## config.mk

```make
export PLATFORM = sky130hd
export DESIGN_NAME = alu_issue_ctrl
export DESIGN_NICKNAME = d
export VERILOG_FILES = /design/src/rtl/alu_issue_ctrl.sv
export SDC_FILE = /design/constraint.sdc
export NUM_CORES = 1
export LEC_CHECK = 0
export CAP_MARGIN = 20
export CORE_MARGIN = 2
export CORE_UTILIZATION = 46
export DETAILED_ROUTE_END_ITERATION = 7
export GPL_TIMING_DRIVEN = 1
export PLACE_DENSITY = 0.85
export SETUP_SLACK_MARGIN = 0.1
export SYNTH_ARGS = -nofsm -noshare
export SYNTH_HDL_FRONTEND = slang
export SYNTH_SLANG_ARGS = --single-unit
export TNS_END_PERCENT = 30
```

## constraint.sdc

```tcl
create_clock -name clk -period 3.8 [get_ports clk]
set_clock_uncertainty 0.15 [all_clocks]
set_input_delay 0.57 -clock clk [delete_from_list [all_inputs] [get_ports clk]]
set_output_delay 0.57 -clock clk [all_outputs]
set_load 0.02 [all_outputs]
```

## src/rtl/alu_issue_ctrl.sv

```systemverilog
// Issue controller for the combinational alu: accepts one command, captures the result, returns it.
// Optional feature: define ALU_ISSUE_ZERO_FLAG_EN to add the registered rsp_zero output.

`ifndef WORDSIZE
`define WORDSIZE 8
`endif

module alu_issue_ctrl #(
  parameter int unsigned WIDTH = `WORDSIZE,
  parameter int unsigned CNT_W = 16
) (
  input  logic             clk,
  input  logic             rst_n,
  input  logic             cmd_valid,
  output logic             cmd_ready,
  input  logic [1:0]       cmd_op,
  input  logic [WIDTH-1:0] cmd_a,
  input  logic [WIDTH-1:0] cmd_b,
  output logic [WIDTH-1:0] alu_a,
  output logic [WIDTH-1:0] alu_b,
  output logic [1:0]       alu_s,
  input  logic [WIDTH-1:0] alu_y,
  output logic             rsp_valid,
  input  logic             rsp_ready,
  output logic [WIDTH-1:0] rsp_data,
  output logic             busy,
`ifdef ALU_ISSUE_ZERO_FLAG_EN
  output logic             rsp_zero,
`endif
  output logic [CNT_W-1:0] op_count
);

  typedef enum logic [1:0] {
    IDLE = 2'b00,
    EXEC = 2'b01,
    DONE = 2'b10
  } state_t;

  state_t state_q;
  state_t state_d;
  logic   load_cmd;
  logic   cap_rsp;
  logic   rsp_done;

  // Next-state and datapath load strobes.
  always_comb begin
    state_d  = state_q;
    load_cmd = 1'b0;
    cap_rsp  = 1'b0;
    rsp_done = 1'b0;
    case (state_q)
      IDLE: begin
        if (cmd_valid) begin
          load_cmd = 1'b1;
          state_d  = EXEC;
        end
      end
      EXEC: begin
        cap_rsp = 1'b1;
        state_d = DONE;
      end
      DONE: begin
        if (rsp_ready) begin
          rsp_done = 1'b1;
          state_d  = IDLE;
        end
      end
      default: state_d = IDLE;
    endcase
  end

  always_ff @(posedge clk or negedge rst_n) begin
    if (!rst_n) state_q <= IDLE;
    else        state_q <= state_d;
  end

  // Status flags are registered from the next state so they track state exactly.
  always_ff @(posedge clk or negedge rst_n) begin
    if (!rst_n) begin
      cmd_ready <= 1'b1;
      busy      <= 1'b0;
      rsp_valid <= 1'b0;
    end else begin
      cmd_ready <= (state_d == IDLE);
      busy      <= (state_d != IDLE);
      rsp_valid <= (state_d == DONE);
    end
  end

  always_ff @(posedge clk or negedge rst_n) begin
    if (!rst_n) begin
      alu_a <= '0;
      alu_b <= '0;
      alu_s <= 2'b00;
    end else if (load_cmd) begin
      alu_a <= cmd_a;
      alu_b <= cmd_b;
      alu_s <= cmd_op;
    end
  end

  always_ff @(posedge clk or negedge rst_n) begin
    if (!rst_n) rsp_data <= '0;
    else if (cap_rsp) rsp_data <= alu_y;
  end

`ifdef ALU_ISSUE_ZERO_FLAG_EN
  always_ff @(posedge clk or negedge rst_n) begin
    if (!rst_n) rsp_zero <= 1'b0;
    else if (cap_rsp) rsp_zero <= (alu_y == '0);
  end
`endif

  // Completed-response counter, wraps silently.
  always_ff @(posedge clk or negedge rst_n) begin
    if (!rst_n) op_count <= '0;
    else if (rsp_done) op_count <= op_count + CNT_W'(1);
  end

endmodule

```

## After elaboration in Yosys (flattened, before gate mapping)

Cells that the tools add are included.
W data, S select, Z words.

| storage, ports and cells | value |
|---|---|
| latch bits | 0 |
| register bits after elaboration | 47 |
| memory bits (writable) | 0 |
| memories | 0 |
| ROM bits | 0 |
| input port bits | 30 |
| output and inout bits | 45 |

| cells by class | value |
|---|---|
| reduce and logical (&&, ||, !) cells | 3 |
| shift operators | 0 |
| multipliers | 0 |
| add/subtract/negate cells | 1 |
| bitwise logic cells | 0 |
| $lt $le $gt $ge | 0 |
| multiplexer cells | 8 |
| div/mod/pow operators | 0 |
| equal/unequal tests | 3 |

Operators with widths:

| cell | count |
|---|---|
| $add A16 B1 Y16 const B | 1 |
| $pmux W2 S3 | 1 |
| $mux W1 | 5 |
| $eq A2 B2 Y1 const B | 2 |
| $logic_not A2 Y1 | 2 |
| $mux W2 | 2 |
| $eq A2 B1 Y1 const B | 1 |
| $reduce_bool A2 Y1 | 1 |

## Logic depth before layout (Yosys ltp)

Gate-level depths: netlist of the first run.

| logic depth | value |
|---|---|
| depth after elaboration | 3 |
| depth in mapped cells | 5 |
| gate-level depth less buffers | 4 |

## Worst setup path before layout of the first run

OpenSTA, ideal clock, no wires.

| timing path | value |
|---|---|
| path type | input -> register |
| start | input port cmd_valid |
| end | register alu_a[0] |
| data arrival time | 1327 ps |
| slack | 2199 ps |
| data required time | 3525 ps |
| stages | 3 |
| path through | nor3b_1 -> buf_2 -> mux2_2 |

| on the way | value |
|---|---|
| word-level cells in the longest chain between the ends | 2 |

Ends and longest elaborated chain:

| what | line | text |
|---|---|---|
| start, declared | 14 | `input logic cmd_valid,` |
| $mux W1 | 53 | `if (cmd_valid) begin` |
| $mux W1 | 51 | `case (state_q)` |
| end signal, assigned | 96 | `alu_a <= cmd_a;` |
| end, declared | 19 | `output logic [WIDTH-1:0] alu_a,` |

Every way passes these cells.
A chain may end at the register's enable or synchronous reset.

## Worst setup path in the final report of the first run

| timing path | value |
|---|---|
| start | register cmd_ready |
| end | output port cmd_ready |

RTL lines:

| what | line | text |
|---|---|---|
| start, declared | 15 | `output logic cmd_ready,` |
| start signal, assigned | 84 | `cmd_ready <= (state_d == IDLE);` |

No word-level cell between the ends.

==> run metrics, run 1 <==
largest net degree at the start of global routing 48; Logic pwr share 45.1%; worst min path class reg -> reg; CP top delay family buffers and inverters; asr flop ratio synth 100%; drt total wl 3.87 mm; CTS sink cnt 47; maxcap violations 0; Net Sw Frac 34.4%; area grow syn2layout 50.1%; sequential fraction of the synthesis area 63.7%; Root Driver clkbuf_8; Max Freq 465 MHz; Avg Vias per Cell 5.03; Die Span X 67.4 um; Crit Path Category reg -> out; Fin Hold WS 0.335 ns; critical-path cell with the highest stage delay clkdlybuf4s50_1; syn_area_per_cell 14.4 sq um; Detail Placement HPWL 2.92 mm; Clock Latency Late Sink 0.30 ns; Largest stage delay, worst path 0.60 ns; final core occ 70.4%; num rows 23; NumNets Final 240; Inserted Diodes 0; vias in the first global route 1387; min cycle time layout 2.15 ns; Core Region 3940 sq um; critical-path maximum fanout 1; design area 2770 sq um; Tot GR Track Use 19.1%; crit path DAT 1.43 ns; routability cong. 0.844; Post-synth EDFFs 0; Initial DRT Pass Iterations 4; fin. max-slew vios 0; crit end category primary output; Final Cycle Share 56.6%; placed cell area 2640 sq um; Synth Flop Type dfrtp_1; top cells by area, synth dfrtp_1, mux2_2, xnor2_1, xor2_1, nand3_1; Cell Area, Synth 1850 sq um; Clock power frac 15.5%; I/O Buffers 74; #FFs+latches synth 47; syn nets 159; first-pass GRT wire length 6.27 mm; Seq pwr share 39.4%; htree depth 2; height of the chip 67.4 um; Max-Slew Margin vs Limit 76.1%; Cell variety after synth 23; Synthesis Warnings 0; Fin Setup TNS 0 ns; Worst EP required 3.08 ns; Die ar. 4540 sq um; routed vias 1308; Final Hold Vio Count 0; number of CTS-inserted buffers 5; worst-path cell chain clkdlybuf4s50_1; unrepaired setup endpoints after global routing no; sw power 0.714 mW; top-area cell type share of the netlist area 62.3%; CP bufs+invs 1; Initial Util 46.9%; routed length per instance 14.9 um; critical path launch point type flop; First DRT Iteration DRCs 79; Yosys top cell by area dfrtp_1; Max Buffers Root-to-Sink 2; I/O pin total 75; antenna violations before repair 0; clock-pin slew on the worst setup and hold paths 0.08 ns; CTS tree done; Leakage 1.19 nW; final setup fails 0; status complete, no violations; Slew @ Worst Pin 0.358 ns; DRC errors left 0; internal power 1.36 mW; Cell Pwr Density 749 nW/um^2; remaining global-route overflow 0; Tot Pwr 2.08 mW; Mapped Cells 128; antenna viol nets, final 0; share of layout cells above drive strength 1 21.0%; worst-case vdd ir drop 493 uV
[flip-flops by register name, summed over array words and instances, names as in the netlist]
register	cells
alu_s	2
rsp_valid	1
alu_b	8
cmd_ready	1
busy	1
state_q	2
op_count	16
rsp_data	8
alu_a	8
[layer usage]
metal / wire length (um) / track usage (%) / vias to the layer above
met5: 0 / 0 / -
met4: 78 / 8.42 / 0
met3: 316 / 7.67 / 8
met2: 2020 / 31.6 / 49
met1: 1450 / 21.9 / 643
li1: - / - / 608
[placed cells by master, fill, tap and decap left out]
cell type / Yosys / routed
clkdlybuf4s50_1: 0 / 73
dfrtp_1: 46 / 46
mux2_2: 26 / 26
xnor2_1: 8 / 8
xor2_1: 7 / 7
nand2_1: 7 / 7
clkbuf_8: 0 / 7
nand3_1: 6 / 6
nor2_1: 5 / 5
nand4_1: 3 / 3
o21ai_0: 2 / 2
nor3_1: 2 / 2
and4_2: 2 / 2
nor3b_2: 0 / 1
or2b_2: 1 / 1
or2b_1: 1 / 1
inv_1: 1 / 1
and3b_2: 1 / 1
nand4_4: 1 / 1
nor2b_1: 1 / 1
nand3b_1: 1 / 1
nor4_2: 1 / 1
ha_1: 1 / 1
clkbuf_1: 0 / 1
dfstp_2: 1 / 1
dlygate4sd3_1: 0 / 1
buf_2: 3 / 1
buf_12: 0 / 1
buf_4: 0 / 1
[through the flow]
stage | instances | setup WS [ns]
final | 260 | 1.65
after global routing | 260 | 1.61
after CTS | 258 | 1.63
after detailed placement | 250 | 1.57
after global placement | 250 | 1.64
after floorplan | 128 | 2.20
[cell type report]
cell class	count	area [sq um]
multi-input combinational	77	657
fill	242	1170
sequential	47	1180
tap	50	62.6
timing repair buffer	77	773
inverter	1	3.75
clock buffer	8	100
[power groups by stage]
| stage | Combinational [mW] | Sequential, mW | Clock, mW |
|---|---|---|---|
| after floorplan | 0.260 | 1.03 | 0 |
| after global placement | 0.919 | 0.810 | 0 |
| after detailed placement | 0.941 | 0.829 | 0 |
| after CTS | 0.947 | 0.821 | 0.330 |
| after global routing | 0.996 | 0.847 | 0.349 |
| final | 0.938 | 0.819 | 0.322 |
[cells by family (layout without fill, tap and decap cells)]
family / count (synthesis) / in the layout / synth area share [%]
buf+inv: 4 / 86 / 1.02
xor+xnor: 15 / 15 / 7.11
compound gates: 2 / 2 / 0.542
fa+ha+maj: 1 / 1 / 0.677
mux: 26 / 26 / 15.8
simple gates: 33 / 33 / 11.1
flops: 47 / 47 / 63.7
[repair_timing]
item,4_1_cts,5_1_grt
setup buffers,0,0
hold buffers,0,1
endpoints found under the hold margin,0,3
resized for setup,0,0
[Yosys cell counts, drive strengths merged, types with 2 or more instances]
cell	count
and4	2
buf	3
dfrtp	46
mux2	26
nand2	7
nand3	6
nand4	4
nor2	5
nor3	2
o21ai	2
or2b	2
xnor2	8
xor2	7
[worst paths after layout]
kind                                          start                       end  slack [ns]  cells past startpoint
max                             cmd_ready$_DFF_PN1_                 cmd_ready        1.65                      1
min                        op_count[15]$_DFFE_PN0P_  op_count[15]$_DFFE_PN0P_        0.33                      1
max reg2reg                    state_q[0]$_DFF_PN0_  op_count[13]$_DFFE_PN0P_        2.16                      4
min reg2reg                op_count[15]$_DFFE_PN0P_  op_count[15]$_DFFE_PN0P_        0.33                      1
max in group asynchronous                     rst_n       cmd_ready$_DFF_PN1_        2.55                      3
min in group asynchronous                     rst_n   rsp_data[4]$_DFFE_PN0N_        0.46                      2
No activity file was read; power rests on OpenSTA's default activity.
==> run 2, diff against run 1 <==
- CORE_UTILIZATION: 46 -> 42
- PLACE_DENSITY: 0.85 -> 0.78
- clock period: 3.8 -> 2.2 ns (I/O delays scaled with it)
==> run metrics, run 2 (synthesized netlist as in run 1, its figures left out) <==
status complete, no violations; Max Freq 522 MHz; num rows 24 (+4.3%); remaining global-route overflow 0 (unchanged); worst-case vdd ir drop 717 uV (+45%); most frequent cells in the layout clkdlybuf4s50_1, dfrtp_1, mux2_2; Register Area 1180 sq um (unchanged); Clock Latency Late Sink 0.30 ns (about the same); antenna viol nets, final 0 (unchanged); critical-path cell with the highest stage delay clkdlybuf4s50_1; height of the chip 70.3 um (+4.4%); Root Driver clkbuf_8; min cycle time layout 1.92 ns; worst-path cell chain clkdlybuf4s50_1; hold path depth 1 (unchanged); largest register by flop count op_count; Cell Pwr Density 1280 nW/um^2 (+71%); share of layout cells above drive strength 1 21.3% (+0.37 points); Multi-input gate area 657 sq um (unchanged); Tot GR Track Use 17.1% (-2.0 points); Max-Slew Margin vs Limit 61.5% (-15 points); CP bufs+invs 1 (unchanged); Setup Buffers After CTS 0 (unchanged); Tot Pwr 3.54 mW (+70%); Slew @ Worst Pin 0.578 ns (+0.220 ns); clock-pin slew on the worst setup and hold paths 0.08 ns (about the same); R2R cell count 4 (unchanged); Leakage 1.18 nW (-0.83%); area grow syn2layout 49.2%; Initial DRT Pass Iterations 4 (unchanged); Final Cycle Share 87.0%; worst min path class reg -> reg; critical-path maximum fanout 5 (+4); Fin Hold WS 0.346 ns (+0.0109 ns); unrepaired setup endpoints after global routing no; Largest stage delay, worst path 0.65 ns (+0.05 ns); maxcap violations 0 (unchanged); First DRT Iteration DRCs 74 (-6.3%); routed length per instance 14.8 um (-0.37%); Filler cells 319 (+32%); final setup fails 0 (unchanged); Max Buffers Root-to-Sink 2 (unchanged); Die Span X 70.3 um (+4.4%); DRC errors left 0 (unchanged); number of CTS-inserted buffers 5 (unchanged); Inserted Diodes 0 (unchanged); Crit Path Category reg -> out; Avg Vias per Cell 5.05 (+0.30%); Final Hold Vio Count 0 (unchanged); fin. max-slew vios 0 (unchanged); NumNets Final 241 (+0.42%); I/O Buffers 74 (unchanged); routed vias 1327 (+1.5%); CTS sink cnt 47 (unchanged); largest net degree at the start of global routing 48 (unchanged); crit end category primary output; vias in the first global route 1407 (+1.4%); htree depth 2 (unchanged); drt total wl 3.90 mm (+0.78%); antenna violations before repair 0 (unchanged); Core Region 4290 sq um (+8.9%); CTS tree done; Detail Placement HPWL 2.96 mm (+1.1%); design area 2760 sq um (-0.63%); placed cell area 2660 sq um (+0.66%); CP top delay family buffers and inverters; I/O pin total 75 (unchanged); first-pass GRT wire length 6.49 mm (+3.5%); most common cell after layout, fill and taps aside clkdlybuf4s50_1; critical path launch point type flop; max reg flops 16 (unchanged); final core occ 64.2% (-6.2 points); routability cong. 0.757 (-10%); Initial Util 43.0% (-3.8 points); Die ar. 4950 sq um (+8.9%); Fin Setup TNS 0 ns (unchanged); Crit path depth 1 (unchanged); Worst EP required 1.72 ns (-1.36 ns); crit path DAT 1.44 ns (about the same)
==> run 2: power breakdown <==
part           internal, mW  total [mW]  switching, mW
sequential             1.20        1.41          0.218
combinational         0.878        1.62          0.747
clock                 0.222       0.497          0.275
total                  2.30        3.54           1.24
==> run 2: final cells by class <==
type / count / area share [%]
sequential: 47 / 42.7
timing repair buffer: 78 / 27.9
multi-input combinational: 77 / 23.8
clock buffer: 6 / 2.63
tap: 52 / 2.36
clock inverter: 2 / 0.454
inverter: 1 / 0.136
==> run 2: final timing paths <==
| path | start | end | slack, ns |
|---|---|---|---|
| worst max-delay path | op_count[2]$_DFFE_PN0P_ | op_count[2] | 0.28 |
| worst min-delay path | op_count[15]$_DFFE_PN0P_ | op_count[15]$_DFFE_PN0P_ | 0.35 |
| worst max register to register | state_q[0]$_DFF_PN0_ | op_count[13]$_DFFE_PN0P_ | 0.58 |
| worst min register to register | op_count[15]$_DFFE_PN0P_ | op_count[15]$_DFFE_PN0P_ | 0.35 |
| max in group asynchronous | rst_n | alu_a[4]$_DFFE_PN0P_ | 1.02 |
| min in group asynchronous | rst_n | op_count[1]$_DFFE_PN0P_ | 0.48 |
==> run 2: per-layer routing <==
metal  global-route usage, %  share of wire [%]  vias to the layer above
li1                        -                  -                      605
met1                    20.0                 39                      657
met2                    27.6                 50                       57
met3                    6.49                8.6                        8
met4                    8.33                2.2                        0
met5                       0                  0                        -
==> run 2: stage by stage <==
step	setup slack, ns	cells
detailed placement	0.218	254
finish	0.285	263
global route	0.231	263
global placement	0.272	254
CTS	0.265	263
floorplan	0.631	128
==> run 2: repair_timing <==
action                    in CTS  in global routing
hold endpoints to repair      46                  0
hold buffers                   1                  0
gates resized for setup        0                  0
==> run 3, diff against run 2 <==
- GPL_ROUTABILITY_DRIVEN: unset -> 0
==> results of run 3 <==
No change in the layout: final DEF, timing and power equal those of run 2.
